File: config.mk
export PLATFORM = sky130hd
export DESIGN_NAME = lu_result_buffer_flat
export DESIGN_NICKNAME = d
export VERILOG_FILES = /design/src/rtl/lu_result_buffer_if.sv /design/src/rtl/lu_result_buffer.sv /design/src/flat_wrapper.sv
export SDC_FILE = /design/constraint.sdc
export NUM_CORES = 1
export LEC_CHECK = 0
export ABC_AREA = 1
export CORE_AREA = 2 2 88 90
export CTS_CLUSTER_DIAMETER = 50
export DETAILED_ROUTE_END_ITERATION = 16
export DIE_AREA = 0 0 90 92
export PLACE_DENSITY = 0.95
export SYNTH_ARGS = -nofsm -noshare
export SYNTH_HDL_FRONTEND = slang
export SYNTH_SLANG_ARGS = --single-unit
File: constraint.sdc
create_clock -name clk -period 2.4 [get_ports clk]
set_input_delay 0.24 -clock clk [delete_from_list [all_inputs] [get_ports clk]]
set_output_delay 0.24 -clock clk [all_outputs]
set_load 0.01 [all_outputs]
File: src/rtl/lu_result_buffer_if.sv
// lu_result_buffer_if
//   Bundles the handshake and data signals around lu_result_buffer.
//   Upstream side (execute stage -> buffer):
//     in_valid, in_ready, in_opcode, in_dest, in_result
//   Downstream side (buffer -> register-file writeback):
//     out_valid, out_ready, out_opcode, out_dest, out_result, out_flags
//   Handshake rule for both sides: a transfer happens on a rising clk edge
//   where valid and ready are both 1. A producer holds valid and its data
//   stable until that transfer. in_ready never depends on out_ready.
//   Modports:
//     slave  - the buffer itself
//     master - the surrounding logic (execute stage plus writeback)
interface lu_result_buffer_if #(
    parameter int WORD_SIZE   = 19,
    parameter int OPCODE_SIZE = 5,
    parameter int REG_ADDR_W  = 4
);
    logic                   in_valid;
    logic                   in_ready;
    logic [OPCODE_SIZE-1:0] in_opcode;
    logic [REG_ADDR_W-1:0]  in_dest;
    logic [WORD_SIZE-1:0]   in_result;

    logic                   out_valid;
    logic                   out_ready;
    logic [OPCODE_SIZE-1:0] out_opcode;
    logic [REG_ADDR_W-1:0]  out_dest;
    logic [WORD_SIZE-1:0]   out_result;
    logic [2:0]             out_flags;

    modport slave (
        input  in_valid, in_opcode, in_dest, in_result, out_ready,
        output in_ready, out_valid, out_opcode, out_dest, out_result, out_flags
    );

    modport master (
        output in_valid, in_opcode, in_dest, in_result, out_ready,
        input  in_ready, out_valid, out_opcode, out_dest, out_result, out_flags
    );
endinterface

File: src/rtl/lu_result_buffer.sv
// lu_result_buffer
//   Two-entry FIFO skid buffer between logical_unit and register-file
//   writeback. Each entry stores {opcode, dest, result, flags}; the flags
//   {Z, N, P} are computed from the result as it is pushed. Also counts
//   writeback stall cycles (saturating) for performance debug.
//   Ports:
//     clk          - system clock, rising edge
//     rst          - synchronous active-high reset, highest priority
//     flush        - synchronous discard of all buffered entries
//     bus          - lu_result_buffer_if.slave (in_* upstream, out_* downstream)
//     occupancy    - number of valid entries, 0..2
//     stall_cycles - edges with out_valid=1 and out_ready=0, saturating
module lu_result_buffer #(
    parameter int WORD_SIZE   = 19,
    parameter int OPCODE_SIZE = 5,
    parameter int REG_ADDR_W  = 4,
    parameter int STALL_CNT_W = 16
) (
    input  logic                   clk,
    input  logic                   rst,
    input  logic                   flush,
    lu_result_buffer_if.slave      bus,
    output logic [1:0]             occupancy,
    output logic [STALL_CNT_W-1:0] stall_cycles
);
    logic [OPCODE_SIZE-1:0] opc_q  [2];
    logic [OPCODE_SIZE-1:0] opc_d  [2];
    logic [REG_ADDR_W-1:0]  dest_q [2];
    logic [REG_ADDR_W-1:0]  dest_d [2];
    logic [WORD_SIZE-1:0]   res_q  [2];
    logic [WORD_SIZE-1:0]   res_d  [2];
    logic [2:0]             flg_q  [2];
    logic [2:0]             flg_d  [2];

    logic                   head_q, head_d;
    logic [1:0]             count_q, count_d;
    logic [STALL_CNT_W-1:0] stall_q, stall_d;

    logic push, pop, wr_slot;
    logic [2:0] in_flags;

    // in_ready looks only at registered state plus rst/flush, so writeback
    // back-pressure never forms a combinational path to the execute stage.
    assign bus.in_ready  = !rst && !flush && (count_q != 2'd2);
    assign bus.out_valid = (count_q != 2'd0);
    assign push          = bus.in_valid && bus.in_ready;
    assign pop           = bus.out_valid && bus.out_ready;

    // Pushes only happen with count 0 or 1, so head+count mod 2 is an XOR.
    assign wr_slot  = head_q ^ count_q[0];
    assign in_flags = {~|bus.in_result, bus.in_result[WORD_SIZE-1], ^bus.in_result};

    assign bus.out_opcode = opc_q[head_q];
    assign bus.out_dest   = dest_q[head_q];
    assign bus.out_result = res_q[head_q];
    assign bus.out_flags  = flg_q[head_q];
    assign occupancy      = count_q;
    assign stall_cycles   = stall_q;

    always_comb begin
        opc_d   = opc_q;
        dest_d  = dest_q;
        res_d   = res_q;
        flg_d   = flg_q;
        head_d  = head_q;
        count_d = count_q;
        stall_d = stall_q;

        if (push) begin
            opc_d[wr_slot]  = bus.in_opcode;
            dest_d[wr_slot] = bus.in_dest;
            res_d[wr_slot]  = bus.in_result;
            flg_d[wr_slot]  = in_flags;
        end

        if (pop) begin
            head_d = ~head_q;
        end

        case ({push, pop})
            2'b10:   count_d = count_q + 2'd1;
            2'b01:   count_d = count_q - 2'd1;
            default: count_d = count_q;
        endcase

        // Flush drops everything but leaves entry contents in place; the
        // stall counter keeps its history across a flush.
        if (flush) begin
            head_d  = 1'b0;
            count_d = 2'd0;
        end

        if (bus.out_valid && !bus.out_ready && (stall_q != {STALL_CNT_W{1'b1}})) begin
            stall_d = stall_q + 1'b1;
        end
    end

    always_ff @(posedge clk) begin
        if (rst) begin
            for (int i = 0; i < 2; i++) begin
                opc_q[i]  <= '0;
                dest_q[i] <= '0;
                res_q[i]  <= '0;
                flg_q[i]  <= '0;
            end
            head_q  <= 1'b0;
            count_q <= 2'd0;
            stall_q <= '0;
        end else begin
            opc_q   <= opc_d;
            dest_q  <= dest_d;
            res_q   <= res_d;
            flg_q   <= flg_d;
            head_q  <= head_d;
            count_q <= count_d;
            stall_q <= stall_d;
        end
    end
endmodule

File: src/flat_wrapper.sv
// flat-port wrapper written by rule: the top's interface ports become plain ports
module lu_result_buffer_flat 
#(
    parameter int WORD_SIZE   = 19,
    parameter int OPCODE_SIZE = 5,
    parameter int REG_ADDR_W  = 4,
    parameter int STALL_CNT_W = 16
)
  (clk, rst, flush, occupancy, stall_cycles, bus_in_valid, bus_in_opcode, bus_in_dest, bus_in_result, bus_out_ready, bus_in_ready, bus_out_valid, bus_out_opcode, bus_out_dest, bus_out_result, bus_out_flags);
  lu_result_buffer_if #(.WORD_SIZE(WORD_SIZE), .OPCODE_SIZE(OPCODE_SIZE), .REG_ADDR_W(REG_ADDR_W)) bus_i ();
  input  logic clk;
  input  logic rst;
  input  logic flush;
  output logic [1:0] occupancy;
  output logic [STALL_CNT_W-1:0] stall_cycles;
  input wire logic [$bits(bus_i.in_valid)-1:0] bus_in_valid;
  input wire logic [$bits(bus_i.in_opcode)-1:0] bus_in_opcode;
  input wire logic [$bits(bus_i.in_dest)-1:0] bus_in_dest;
  input wire logic [$bits(bus_i.in_result)-1:0] bus_in_result;
  input wire logic [$bits(bus_i.out_ready)-1:0] bus_out_ready;
  output wire logic [$bits(bus_i.in_ready)-1:0] bus_in_ready;
  output wire logic [$bits(bus_i.out_valid)-1:0] bus_out_valid;
  output wire logic [$bits(bus_i.out_opcode)-1:0] bus_out_opcode;
  output wire logic [$bits(bus_i.out_dest)-1:0] bus_out_dest;
  output wire logic [$bits(bus_i.out_result)-1:0] bus_out_result;
  output wire logic [$bits(bus_i.out_flags)-1:0] bus_out_flags;
  assign bus_i.in_valid = bus_in_valid;
  assign bus_i.in_opcode = bus_in_opcode;
  assign bus_i.in_dest = bus_in_dest;
  assign bus_i.in_result = bus_in_result;
  assign bus_i.out_ready = bus_out_ready;
  assign bus_in_ready = bus_i.in_ready;
  assign bus_out_valid = bus_i.out_valid;
  assign bus_out_opcode = bus_i.out_opcode;
  assign bus_out_dest = bus_i.out_dest;
  assign bus_out_result = bus_i.out_result;
  assign bus_out_flags = bus_i.out_flags;
  lu_result_buffer #(.WORD_SIZE(WORD_SIZE), .OPCODE_SIZE(OPCODE_SIZE), .REG_ADDR_W(REG_ADDR_W), .STALL_CNT_W(STALL_CNT_W)) u_core (.clk(clk), .rst(rst), .flush(flush), .bus(bus_i), .occupancy(occupancy), .stall_cycles(stall_cycles));
endmodule
==> run summary, run 1 <==
Top cell by count, worst path -> nand2_1
Critical path type -> register to primary output
Overflow after GRT -> 0
Crit-path cells -> inv_1 > buf_4 > nand2_1 > nand2_1 > clkdlybuf4s50_1
IO Pins -> 84
Pwr Total -> 3.06 mW
Synthesized area -> 3930 um^2
Setup ws final -> 0.341 ns
Number of synthesized register bits -> 79
Max cap viols -> 0
H-tree Lvls -> 3
Max clock buf depth -> 2
Post-CTS Resized -> 0
Remaining routing DRC violations -> 0
Post-synthesis net count -> 604
Synth Instances -> 560
CTS Buf Count -> 9
FF-to-FF setup slack -> 0.46 ns
Slowest-stage cell, CP -> clkdlybuf4s50_1
Area Growth Syn to Fin -> 29.3%
Setup WS pre-CTS -> 0.349 ns
Final Slew Violations -> 0
Die Ht -> 92 um
Total die area -> 8280 um^2
RSZ-0062 raised after global routing -> false
Layout Skew -> 0.00913 ns
Mean post-synth cell area -> 7.01 um^2
Post-CTS setup buffer count -> 0
Number of diodes -> 0
VDD IR max -> 404 uV
Post-layout minimum cycle time -> 2.06 ns
Num rows -> 32
Cell leakage power -> 2.19 nW
Achievable clock frequency -> 0.486 GHz
Die X -> 90 um
GRT Overall Usage -> 0.250
Crit path capture type -> primary output
Vias -> 3,926
Std-Cell Core Area -> 7450 um^2
Crit-path max cell delay -> 0.55 ns
Initial antenna violation count -> 0
Yosys Warn Count -> 0
Clk pin slew, worst setup/hold paths -> 0.08 ns
Vias in the first global route -> 3,796
Highest-count cells in the layout ignoring fill and taps -> nand2_1 (174), clkdlybuf4s50_1 (83), dfxtp_1 (79), o21ai_1 (57), nor2_1 (49)
Layer with the highest usage -> met2
GR Util met2 -> 0.446
Nets@finish -> 680
Drt pass-1 iters -> 4
# setup viols final -> 0
Post-CTS Hold Buffers -> 0
Root Driver -> clkbuf_8
Layout filler cell count -> 617
First-pass GRT wire length -> 17,100 um
Post-detail-place hpwl -> 7030 um
Worst slew pin tran -> 0.413 ns
Placer Congestion -> 0.918
Post-synthesis sequential area ratio -> 0.403
Drt wl/cell -> 13.7 um
GR Util met1 -> 0.301
Layout cells sized above 1 -> 0.0749
Crit path launch type -> register
Hold Crit Class -> register to register
Max FO, Critical Path -> 29
Routed Antenna Nets -> 0
Final setup TNS -> 0 ns
Skew-Pair Late Insertion Delay -> 0.35 ns
Worst endpoint required time -> 2.16 ns
Port-buffer cells -> 83
Post-Route WL -> 10,200 um
Commonest non-fill, non-tap cell in the layout -> nand2_1
Final Hold Viols -> 0
Clock sink total -> 79
Power per cell area -> 602 nW/um^2
Vias per cell -> 5.28
Initial Util -> 0.527
Slew headroom -> 0.724
Yosys cell types -> 33
CTS tree -> built
Initial DRC Count -> 234
Critical Path AT -> 1.82 ns
Status -> finished, final reports clean
Largest net degree at the start of global routing -> 50
Met3 Resource Use GR -> 0.0427
Period utilization -> 0.858
[sequential cells by signal (all words and copies together) (netlist names)]
signal,cells
u_core.dest_q,8
u_core.flg_q,6
u_core.head_q,1
u_core.occupancy,2
u_core.opc_q,10
u_core.res_q,36
u_core.stall_cycles,16
[metal layers]
| layer | wire length (um) | vias up | share of wire |
|---|---|---|---|
| li1 | - | 1939 | - |
| met1 | 4200 | 1793 | 0.41 |
| met2 | 5100 | 175 | 0.50 |
| met3 | 702 | 19 | 0.069 |
| met4 | 176 | 0 | 0.017 |
| met5 | 0 | - | 0 |
[layout make-up]
| class | instances | area (um^2) | share of cell area |
|---|---|---|---|
| clock buffers | 11 | 141 | 0.0279 |
| clock inverters | 5 | 129 | 0.0254 |
| well taps | 102 | 128 | 0.0251 |
| flip-flops and latches | 79 | 1580 | 0.312 |
| multi-input cells | 402 | 1970 | 0.389 |
| inverters | 51 | 191 | 0.0377 |
| repair buffers | 93 | 931 | 0.183 |
[final timing paths]
kind | depth (start not counted) | start | end
max | 5 | u_core.head_q | bus_out_flags[1]
min | 2 | u_core.opc_q[7] | u_core.opc_q[7]
max reg2reg | 10 | u_core.stall_cycles[1] | u_core.stall_cycles[10]
min reg2reg | 2 | u_core.opc_q[7] | u_core.opc_q[7]
[metrics by stage]
stage	instances	utilization	cell area, um^2	hold WS (ns)
floorplan	560	-	3930	0.309
global placement	727	0.645	4810	0.432
detailed placement	727	0.645	4810	0.441
CTS	743	0.682	5080	0.457
global route	743	0.682	5080	0.473
finish	743	0.682	5080	0.460
[where the power goes]
group	total [mW]	internal (mW)	switching (mW)	leakage, nW
clock	1.32	0.827	0.491	0.134
sequential	1.36	1.34	0.0173	0.640
combinational	0.381	0.175	0.206	1.41
total	3.06	2.34	0.714	2.19
[synthesized netlist by cell type]
cell type / count / area share
inv_1: 48 / 0.046
a21oi_4: 1 / 0.0041
buf_2: 5 / 0.0064
a21oi_2: 11 / 0.025
nor3b_1: 1 / 0.0019
nand2_4: 1 / 0.0029
buf_4: 3 / 0.0057
or3_1: 1 / 0.0016
xor2_1: 6 / 0.013
o21ai_1: 57 / 0.073
ha_1: 11 / 0.035
xnor2_1: 4 / 0.0089
buf_8: 1 / 0.0038
or2_4: 1 / 0.0022
a31oi_1: 1 / 0.0016
nor2_1: 49 / 0.047
nor4_1: 1 / 0.0016
buf_6: 6 / 0.017
nor3_1: 8 / 0.010
nor2_8: 1 / 0.0051
dfxtp_1: 79 / 0.40
o21ai_0: 7 / 0.0089
nor2_4: 1 / 0.0029
a21oi_1: 48 / 0.061
nand2_2: 2 / 0.0032
nand3_1: 9 / 0.011
nor3_4: 1 / 0.0041
clkbuf_1: 9 / 0.0086
buf_1: 4 / 0.0038
inv_2: 3 / 0.0029
nand4_1: 5 / 0.0080
xor2_2: 1 / 0.0041
nand2_1: 174 / 0.17
[worst max-delay path: cells and delay by family, from the launching register on]
kind	cells	cell delay [ns]
buffers and inverters	3	0.91
AND/OR/NAND/NOR	2	0.21
flip-flops	1	0.33
[cells by family (layout without fill, tap and decap cells)]
kind of cell / after synthesis / in the layout / share of synthesized area
XOR/XNOR: 11 / 11 / 0.0265
buffers and inverters: 79 / 160 / 0.0943
flip-flops: 79 / 79 / 0.403
AND/OR/NAND/NOR: 255 / 255 / 0.268
adder cells (fa/ha/maj): 11 / 11 / 0.0351
AO/OA/AOI/OAI: 125 / 125 / 0.173
No activity file was read; power rests on OpenSTA's default activity.
==> run 2: changes to the inputs <==
--- a/config.mk
+++ b/config.mk
@@ -6,11 +6,11 @@
 export NUM_CORES = 1
 export LEC_CHECK = 0
 export ABC_AREA = 1
-export CORE_AREA = 2 2 88 90
+export CORE_AREA = 2 2 91 93
 export CTS_CLUSTER_DIAMETER = 50
 export DETAILED_ROUTE_END_ITERATION = 16
-export DIE_AREA = 0 0 90 92
-export PLACE_DENSITY = 0.95
+export DIE_AREA = 0 0 93 95
+export PLACE_DENSITY = 0.9
 export SYNTH_ARGS = -nofsm -noshare
 export SYNTH_HDL_FRONTEND = slang
 export SYNTH_SLANG_ARGS = --single-unit
==> constraint.sdc (replaced) <==
create_clock -name clk -period 2.3 [get_ports clk]
set_input_delay 0.23 -clock clk [delete_from_list [all_inputs] [get_ports clk]]
set_output_delay 0.23 -clock clk [all_outputs]
set_load 0.1 [all_outputs]
==> run 2 against run 1 <==
Against the previous run:
- die area increased by 6.7%
- critical path depth unchanged
- critical endpoint is now bus_out_result[1]
- sequential power increased by 4%
- largest cell class unchanged
- largest power group unchanged
- via count decreased by 0.36%
- clock skew decreased by 0.0040 ns
==> run summary, run 2 (synthesis gave the netlist of run 1 again) <==
IO Pins -> 84 (unchanged)
Max clock buf depth -> 2 (unchanged)
Clock sink total -> 79 (unchanged)
Max cap viols -> 0 (unchanged)
Post-layout minimum cycle time -> 1.89 ns
Total die area -> 8840 um^2 (was 8280 um^2)
Num rows -> 33 (was 32)
Pwr Total -> 3.29 mW (was 3.06 mW)
Crit path launch -> u_core.head_q (unchanged)
FF-to-FF setup slack -> 0.44 ns (was 0.46 ns)
Post-CTS setup buffer count -> 0 (unchanged)
Drt wl/cell -> 13.6 um (was 13.7 um)
Power per cell area -> 617 nW/um^2 (was 602 nW/um^2)
Vias in the first global route -> 3,843 (was 3,796)
RSZ-0062 raised after global routing -> false (unchanged)
Status -> finished, final reports clean (unchanged)
Setup WS pre-CTS -> 0.196 ns (was 0.349 ns)
Port-buffer cells -> 83 (unchanged)
Number of diodes -> 0 (unchanged)
Highest-count cells in the layout ignoring fill and taps -> nand2_1 (173), dfxtp_1 (75), o21ai_1 (57), nor2_1 (49) (was nand2_1 (174), clkdlybuf4s50_1 (83), dfxtp_1 (79), o21ai_1 (57), nor2_1 (49))
Period utilization -> 0.823
Area Growth Syn to Fin -> 35.7% (was 29.3%)
Critical Path AT -> 1.66 ns (was 1.82 ns)
Achievable clock frequency -> 0.529 GHz
Setup ws final -> 0.408 ns (was 0.341 ns)
# setup viols final -> 0 (unchanged)
Worst slew pin tran -> 0.561 ns (was 0.413 ns)
Layout Skew -> 0.00509 ns (was 0.00913 ns)
Worst r2r path cells -> 10 (unchanged)
Crit path capture -> bus_out_result[1] (was bus_out_flags[1])
Initial antenna violation count -> 0 (unchanged)
Die Ht -> 95 um (was 92 um)
CTS tree -> built (unchanged)
Post-Layout Cell Count -> 747 (was 743)
Max FO, Critical Path -> 12 (was 29)
Skew-Pair Late Insertion Delay -> 0.35 ns (about the same)
R2r endpoint -> u_core.stall_cycles[10] (unchanged)
Vias -> 3,912 (was 3,926)
Dpl cells -> 731 (was 727)
Final Hold Viols -> 0 (unchanged)
Crit path capture type -> primary output (unchanged)
Root Driver -> clkbuf_8 (unchanged)
GRT Overall Usage -> 0.235 (was 0.250)
Drt pass-1 iters -> 7 (was 4)
First-pass GRT wire length -> 16,800 um (was 17,100 um)
H-tree Lvls -> 3 (unchanged)
Routed Antenna Nets -> 0 (unchanged)
Cell leakage power -> 2.37 nW (was 2.19 nW)
Std-Cell Core Area -> 7930 um^2 (was 7450 um^2)
CTS Buf Count -> 9 (unchanged)
Remaining routing DRC violations -> 0 (unchanged)
Final Slew Violations -> 0 (unchanged)
Overflow after GRT -> 0 (unchanged)
Hold Path Stages -> 2 (unchanged)
Slew headroom -> 0.626 (was 0.724)
Post-CTS Hold Buffers -> 0 (unchanged)
Post-detail-place hpwl -> 7130 um (was 7030 um)
Layout cells sized above 1 -> 0.165 (was 0.0749)
Nets@finish -> 681 (was 680)
Largest net degree at the start of global routing -> 63 (was 50)
Clk pin slew, worst setup/hold paths -> 0.08 ns (about the same)
Final setup TNS -> 0 ns (unchanged)
Initial Util -> 0.495 (was 0.527)
Worst endpoint required time -> 2.07 ns (was 2.16 ns)
Placer Congestion -> 0.965 (was 0.918)
WHS -> 0.449 ns (was 0.460 ns)
Hold Crit Class -> register to register (unchanged)
VDD IR max -> 395 uV (was 404 uV)
Max reg flops -> 36 (unchanged)
Post-route cell area -> 5330 um^2 (was 5080 um^2)
Post-Route WL -> 10,100 um (was 10,200 um)
Initial DRC Count -> 189 (was 234)
Post-CTS Resized -> 0 (unchanged)
Register with the most flip-flops -> u_core.res_q (unchanged)
Crit path launch type -> register (unchanged)
Critical path type -> register to primary output (unchanged)
Die X -> 93 um (was 90 um)
Worst r2r src -> u_core.stall_cycles[0] (was u_core.stall_cycles[1])
Vias per cell -> 5.24 (was 5.28)
Commonest non-fill, non-tap cell in the layout -> nand2_1 (unchanged)
Area after DPL -> 5100 um^2 (was 4810 um^2)
Post-layout util -> 0.672 (was 0.682)
==> run 2: cell types whose count changed in the layout (fill, tap and decap cells not counted), sizes merged <==
cell,change
buf,+52
bufinv,-2
clkbuf,-1
clkdlybuf4s50,-51
clkinvlp,+1
inv,+2
==> run 2: how the worst min path moves through the flow <==
| stage | to | start | slack (ns) |
|---|---|---|---|
| after floorplan | u_core.stall_cycles[1] | rst | 0.29 |
| after global placement | u_core.opc_q[7] | u_core.opc_q[7] | 0.43 |
| after detailed placement | u_core.opc_q[8] | u_core.opc_q[8] | 0.44 |
| after CTS | u_core.opc_q[8] | u_core.opc_q[8] | 0.45 |
| after global routing | u_core.opc_q[8] | u_core.opc_q[8] | 0.48 |
| final | u_core.opc_q[8] | u_core.opc_q[8] | 0.45 |
==> run 2: worst max-delay path, stage by stage (launching register included) <==
cell and delay [ns]:
dfxtp_1 0.36, inv_1 0.33, buf_4 0.24, nand2_1 0.07, nand2_1 0.13, buf_12 0.19
==> run 2: report_power, final <==
group | switching, mW | internal, mW | total, mW
logic | 0.439 | 0.243 | 0.682
registers | 0.0196 | 1.40 | 1.42
clock network | 0.537 | 0.648 | 1.18
total | 0.996 | 2.29 | 3.29
==> run 2: metal layers <==
metal	track usage	part of all wire
met2	0.410	0.50
met5	0	0
met1	0.286	0.41
met3	0.0407	0.065
met4	0.104	0.022
==> run 2: cell type report <==
class                           instances  area (um^2)
Inverter                               51          191
Clock inverter                          6         91.3
Tap cell                              105          131
Multi-Input combinational cell        402         1980
Fill cell                             633         2600
Clock buffer                           10          138
Timing Repair Buffer                   94         1210
Sequential cell                        79         1590
==> run 3: changes to the inputs <==
--- a/config.mk
+++ b/config.mk
@@ -6,11 +6,11 @@
 export NUM_CORES = 1
 export LEC_CHECK = 0
 export ABC_AREA = 1
-export CORE_AREA = 2 2 91 93
+export CORE_AREA = 2 2 96 98
 export CTS_CLUSTER_DIAMETER = 50
 export DETAILED_ROUTE_END_ITERATION = 16
-export DIE_AREA = 0 0 93 95
-export PLACE_DENSITY = 0.9
+export DIE_AREA = 0 0 98 100
+export PLACE_DENSITY = 0.86
 export SYNTH_ARGS = -nofsm -noshare
 export SYNTH_HDL_FRONTEND = slang
 export SYNTH_SLANG_ARGS = --single-unit
==> constraint.sdc (replaced) <==
create_clock -name clk -period 1.6 [get_ports clk]
set_input_delay 0.16 -clock clk [delete_from_list [all_inputs] [get_ports clk]]
set_output_delay 0.16 -clock clk [all_outputs]
set_load 0.1 [all_outputs]
==> run 3 against run 2 <==
Against the previous run:
- sequential share of layout area fell by 3.3 points
- die area increased by 11%
- clock-buffer cell count grew 1
- critical endpoint is now u_core.stall_cycles[0]
- largest power group unchanged
- highest routed layer unchanged
==> run summary, run 3 (synthesis gave the netlist of run 1 again) <==
Status -> finished, final reports clean (unchanged)
FF-to-FF setup slack -> 0.04 ns (was 0.44 ns)
Layout Skew -> 0.0101 ns (was 0.00509 ns)
R2r endpoint -> u_core.stall_cycles[0] (was u_core.stall_cycles[10])
Max cap viols -> 0 (unchanged)
Remaining routing DRC violations -> 0 (unchanged)
Crit path launch -> u_core.stall_cycles[1] (was u_core.head_q)
Layout cells sized above 1 -> 0.292 (was 0.165)
Final setup TNS -> 0 ns (unchanged)
Power per cell area -> 754 nW/um^2 (was 617 nW/um^2)
Period utilization -> 0.977
Post-Layout Cell Count -> 789 (was 747)
Post-detail-place hpwl -> 8200 um (was 7130 um)
Slew headroom -> 0.701 (was 0.626)
Num rows -> 35 (was 33)
Number of diodes -> 0 (unchanged)
Vias per cell -> 5.42 (was 5.24)
CTS tree -> built (unchanged)
Max clock buf depth -> 2 (unchanged)
Worst endpoint required time -> 1.84 ns (was 2.07 ns)
Max reg flops -> 36 (unchanged)
Root Driver -> clkbuf_8 (unchanged)
Sequential power share -> 0.435 (was 0.432)
Total die area -> 9800 um^2 (was 8840 um^2)
Hold Crit Class -> primary input to register (was register to register)
Worst r2r src -> u_core.stall_cycles[1] (was u_core.stall_cycles[0])
Area Growth Syn to Fin -> 57.0% (was 35.7%)
GRT Overall Usage -> 0.239 (was 0.235)
Setup WS pre-CTS -> -0.324 ns (was 0.196 ns)
Setup ws final -> 0.0362 ns (was 0.408 ns)
H-tree Lvls -> 3 (unchanged)
First-pass GRT wire length -> 19,100 um (was 16,800 um)
Drt wl/cell -> 15.2 um (was 13.6 um)
VDD IR max -> 459 uV (was 395 uV)
Std-Cell Core Area -> 8890 um^2 (was 7930 um^2)
Vias in the first global route -> 4,275 (was 3,843)
Commonest non-fill, non-tap cell in the layout -> nand2_1 (unchanged)
Register with the most flip-flops -> u_core.res_q (unchanged)
Overflow after GRT -> 0 (unchanged)
Area after DPL -> 5820 um^2 (was 5100 um^2)
Initial antenna violation count -> 0 (unchanged)
Cell leakage power -> 2.65 nW (was 2.37 nW)
Largest net degree at the start of global routing -> 47 (was 63)
Post-CTS Hold Buffers -> 0 (unchanged)
Drt pass-1 iters -> 5 (was 7)
Die Ht -> 100 um (was 95 um)
Nets@finish -> 717 (was 681)
IO Pins -> 84 (unchanged)
CTS Buf Count -> 9 (unchanged)
Internal power -> 3.17 mW (was 2.29 mW)
Clock sink total -> 79 (unchanged)
Worst slew pin tran -> 0.448 ns (was 0.561 ns)
Final Slew Violations -> 0 (unchanged)
Final Hold Viols -> 0 (unchanged)
Sw frac -> 0.319 (was 0.303)
Post-Route WL -> 12,000 um (was 10,100 um)
Sw Pwr -> 1.48 mW (was 0.996 mW)
Vias -> 4,275 (was 3,912)
Clk pin slew, worst setup/hold paths -> 0.09 ns (was 0.08 ns)
Initial Util -> 0.442 (was 0.495)
Die X -> 98 um (was 93 um)
Port-buffer cells -> 83 (unchanged)
Crit path capture -> u_core.stall_cycles[0] (was bus_out_result[1])
Gate power share -> 0.232 (was 0.208)
# setup viols final -> 0 (unchanged)
Highest-count cells in the layout ignoring fill and taps -> nand2_1 (143), dfxtp_1 (60), o21ai_1 (58), buf_12 (58), nor2_1 (49) (was nand2_1 (173), dfxtp_1 (75), o21ai_1 (57), nor2_1 (49))
Dpl cells -> 768 (was 731)
Initial DRC Count -> 234 (was 189)
Routed Antenna Nets -> 0 (unchanged)
Achievable clock frequency -> 0.639 GHz
Post-layout minimum cycle time -> 1.56 ns
Skew-Pair Late Insertion Delay -> 0.36 ns (was 0.35 ns)
Crit path capture type -> register (was primary output)
Post-route cell area -> 6170 um^2 (was 5330 um^2)
Clk pwr share -> 0.333 (was 0.361)
Max FO, Critical Path -> 12 (unchanged)
Worst r2r path cells -> 7 (was 10)
Critical Path AT -> 1.81 ns (was 1.66 ns)
Critical path type -> register to register (was register to primary output)
Crit path launch type -> register (unchanged)
Placer Congestion -> 0.905 (was 0.965)
[run 3: cell count changes in the layout (fill, tap and decap cells not counted), sizes merged]
cell / before / now
buf: 62 / 97
bufinv: 2 / 0
clkbuf: 10 / 12
clkdlybuf4s50: 32 / 31
clkinv: 1 / 2
clkinvlp: 1 / 0
dlymetal6s2s: 0 / 1
inv: 53 / 54
[run 3: worst min path at each step]
stage / startpoint / endpoint / slack, ns / cells after the start
global placement: u_core.opc_q[8] / u_core.opc_q[8] / 0.46 / 2
global route: rst / u_core.stall_cycles[11] / 0.32 / 3
CTS: bus_in_result[7] / u_core.res_q[7] / 0.40 / 3
finish: rst / u_core.stall_cycles[4] / 0.30 / 3
floorplan: rst / u_core.stall_cycles[1] / 0.22 / 1
detailed placement: u_core.opc_q[7] / u_core.opc_q[7] / 0.47 / 2
[run 3: layout make-up]
cell class / count / area [um^2]
clock buffers: 11 / 174
clock inverters: 5 / 33.8
fillers: 650 / 2720
inverters: 51 / 196
multi-input cells: 402 / 2190
flip-flops and latches: 79 / 1630
well taps: 111 / 139
repair buffers: 130 / 1800
[run 3: power groups by stage]
| stage | Clock [mW] | Combinational (mW) | Sequential (mW) |
|---|---|---|---|
| 2_1_floorplan | 0 | 0.638 | 2.07 |
| 3_3_place_gp | 0 | 1.02 | 2.07 |
| 3_5_place_dp | 0 | 1.05 | 2.07 |
| 5_1_grt | 1.64 | 1.13 | 2.03 |
| 6_report | 1.55 | 1.08 | 2.02 |
| 4_1_cts | 1.56 | 1.06 | 2.02 |
[run 3: critical path, cell delays in order (launching register included)]
cell	delay [ns]
dfxtp_4	0.37
ha_4	0.16
nand3_4	0.09
nor3_4	0.22
nand3_1	0.18
nand2_4	0.20
xor2_1	0.17
nor2_1	0.06
[run 3: metal layers]
metal / part of all wire / GRT usage / up-vias
met2: 0.54 / 0.446 / 179
met1: 0.38 / 0.267 / 2029
met4: 0.029 / 0.105 / 0
met5: 0 / 0 / -
met3: 0.058 / 0.0411 / 45
li1: - / - / 2022
[run 3: stage by stage]
step | power [mW] | utilization | hold slack, ns
after floorplan | 2.71 | - | 0.219
after global placement | 3.09 | 0.655 | 0.458
after detailed placement | 3.12 | 0.655 | 0.468
after CTS | 4.65 | 0.681 | 0.403
after global routing | 4.79 | 0.694 | 0.322
final | 4.65 | 0.694 | 0.301
[run 3: what timing repair did]
action	4_1_cts	5_1_grt
gates cloned	0	1
resized for setup	6	12
endpoints found under the setup margin	33	26
endpoints found under the hold margin	0	0
setup buffers	0	4
pin swaps	1	2
==> RTL edit, RTL diff (config.mk and constraints of run 3) <==
Put a register stage on the output `bus.out_flags`. The value now appears one clock later.
--- a/src/rtl/lu_result_buffer.sv
+++ b/src/rtl/lu_result_buffer.sv
@@ -54,5 +54,7 @@
     assign bus.out_dest   = dest_q[head_q];
     assign bus.out_result = res_q[head_q];
-    assign bus.out_flags  = flg_q[head_q];
+    always_ff @(posedge clk) begin
+        bus.out_flags <= flg_q[head_q];
+    end
     assign occupancy      = count_q;
     assign stall_cycles   = stall_q;
Check against the original RTL: not equivalent (a bounded check fails within 4 cycles, from zero or initial values and one cycle with rst high).
==> RTL edit against run 3 <==
- the run now ends with negative setup slack left
- synthesized area increased by 1.6%
- routed wire length increased by 3.6%
- setup slack got worse by 110 ps
- clock skew decreased by 4.2 ps
- register-to-register slack got worse by 70 ps
- cell area increased by 6.1%
- power increased by 3.6%
- sequential cell count increased by 3
==> RTL edit: results (changes against run 3) <==
* M1 wire length at 4658 um (was 4518 um)
* Gate Count Post-Synth at 549 (was 560)
* R2R Path Start: u_core.head_q$_SDFFE_PP0P_ (was u_core.stall_cycles[1]$_SDFFE_PP0P_)
* Violated checks: negative setup slack
* WP data arrival at 1510 ps (was 1810 ps)
* GR Util met3 at 0.03830 (was 0.04109)
* Met2 WL post-DR at 6712 um (was 6415 um)
* Syn_nets at 593 (was 604)
* Leak at 2.738 nW (was 2.648 nW)
* Met3 routed WL at 684 um (was 694 um)
* Outcome: finished, violations left (was complete, no violations)
* Vias in the first global route at 4,346 (was 4,275)
* Placed Area at 0.005953 mm^2 (was 0.005824 mm^2)
* DR pass1 iterations at 6 (was 5)
* P_int at 0.003327 W (was 0.003169 W)
* Synth cell types at 31 (was 33)
* P_comb at 0.00113 W (was 0.00108 W)
* Worst slack, placed at -231.5 ps (was -324.4 ps)
* Met2 Use GR at 0.4694 (was 0.4463)
* Tot GR Track Use at 0.2500 (was 0.2392)
* TNS Setup at -1246 ps (was 0 ps)
* Worst Hold Endpoint: u_core.opc_q[2]$_SDFFE_PP0P_ (was u_core.stall_cycles[4]$_SDFFE_PP0P_)
* Worst R2R End: u_core.res_q[15]$_SDFFE_PP0P_ (was u_core.stall_cycles[0]$_SDFFE_PP0P_)
* Vias per cell at 5.449 (was 5.418)
* Final-report setup violation count at 33 (was 0)
* Post-synth top cells: 164 x nand2_1, 82 x dfxtp_1, 51 x nor2_1, 48 x o21ai_1, 42 x inv_1 (was 174 x nand2_1, 79 x dfxtp_1, 57 x o21ai_1, 49 x nor2_1)
* CP Max Fanout at 6 (was 12)
* Largest net degree at the start of global routing at 62 (was 47)
* WHS at 410.4 ps (was 300.6 ps)
* Ratio of cells with drive above 1 in the final layout at 0.3791 (was 0.2920)
* Worst setup margin at -70.43 ps (was 36.20 ps)
* Wire length after detailed routing at 12,400 um (was 11,970 um)
* GP Congestion at 0.8889 (was 0.9052)
* Skew final at 5.889 ps (was 10.09 ps)
* Seq/Total Area, Yosys at 0.4114 (was 0.4028)
* # Post-CTS Setup Buffers at 6 (was 0)
* CTS resizes at 40 (was 6)
* Routed length per instance at 15.72 um (was 15.17 um)
* Relative slew margins at 0.7825 (was 0.7008)
* Hold Path Origin: bus_in_opcode[2] (was rst)
* # fillers at 597 (was 650)
* First-pass GRT wire length at 19,890 um (was 19,100 um)
* Clock power frac at 0.327 (was 0.333)
* P_sw at 0.001492 W (was 0.001483 W)
RTL edit: changes by cell type in the layout (fill, tap and decap cells not counted), moves of 4 or more:
cell            run 3  this run
o21ai_2             2        11
a21oi_1            47        36
nand2_2            19        25
buf_4              39        49
nand2_4            15        32
nand2_1           143       109
o21ai_1            58        48
a21oi_2            12        22
inv_1              45        36
nor3_1              7         3
RTL edit: worst reg2reg max path, stage by stage (launching register included):
cell     delay [ps]
dfxtp_4         370
buf_4           160
xor2_2          270
inv_2           110
nor2_8          180
buf_4           230
o21ai_1          80
a21oi_1         160
RTL edit: logic make-up after synthesis:
family | count (synthesis) | share of synthesized area
AOI/OAI and AO/OA | 125 | 0.1806
xor gates and xnor gates | 14 | 0.03073
adders and majority gates | 11 | 0.03449
buffers and inverters | 72 | 0.08906
DFF | 82 | 0.4114
and+or+nand+nor | 245 | 0.2537
RTL edit: how the worst max path moves through the flow:
stage / slack [ps] / endpoint / cells after the start
floorplan: -530 / u_core.occupancy[1]$_SDFFE_PP0P_ / 9
global placement: -170 / u_core.occupancy[1]$_SDFFE_PP0P_ / 10
detailed placement: -230 / u_core.occupancy[1]$_SDFFE_PP0P_ / 10
CTS: -90 / bus_out_result[8] / 7
global route: -110 / bus_out_result[18] / 6
finish: -70 / bus_out_result[18] / 6
RTL edit: layout make-up:
class / instances / area [um^2] / share of cell area
inverters: 44 / 175.2 / 0.02677
flip-flops and latches: 82 / 1698 / 0.2595
clock inverters: 4 / 48.80 / 0.007458
well taps: 111 / 138.9 / 0.02123
repair buffers: 142 / 1903 / 0.2909
multi-input cells: 395 / 2426 / 0.3708
clock buffers: 11 / 152.6 / 0.02333
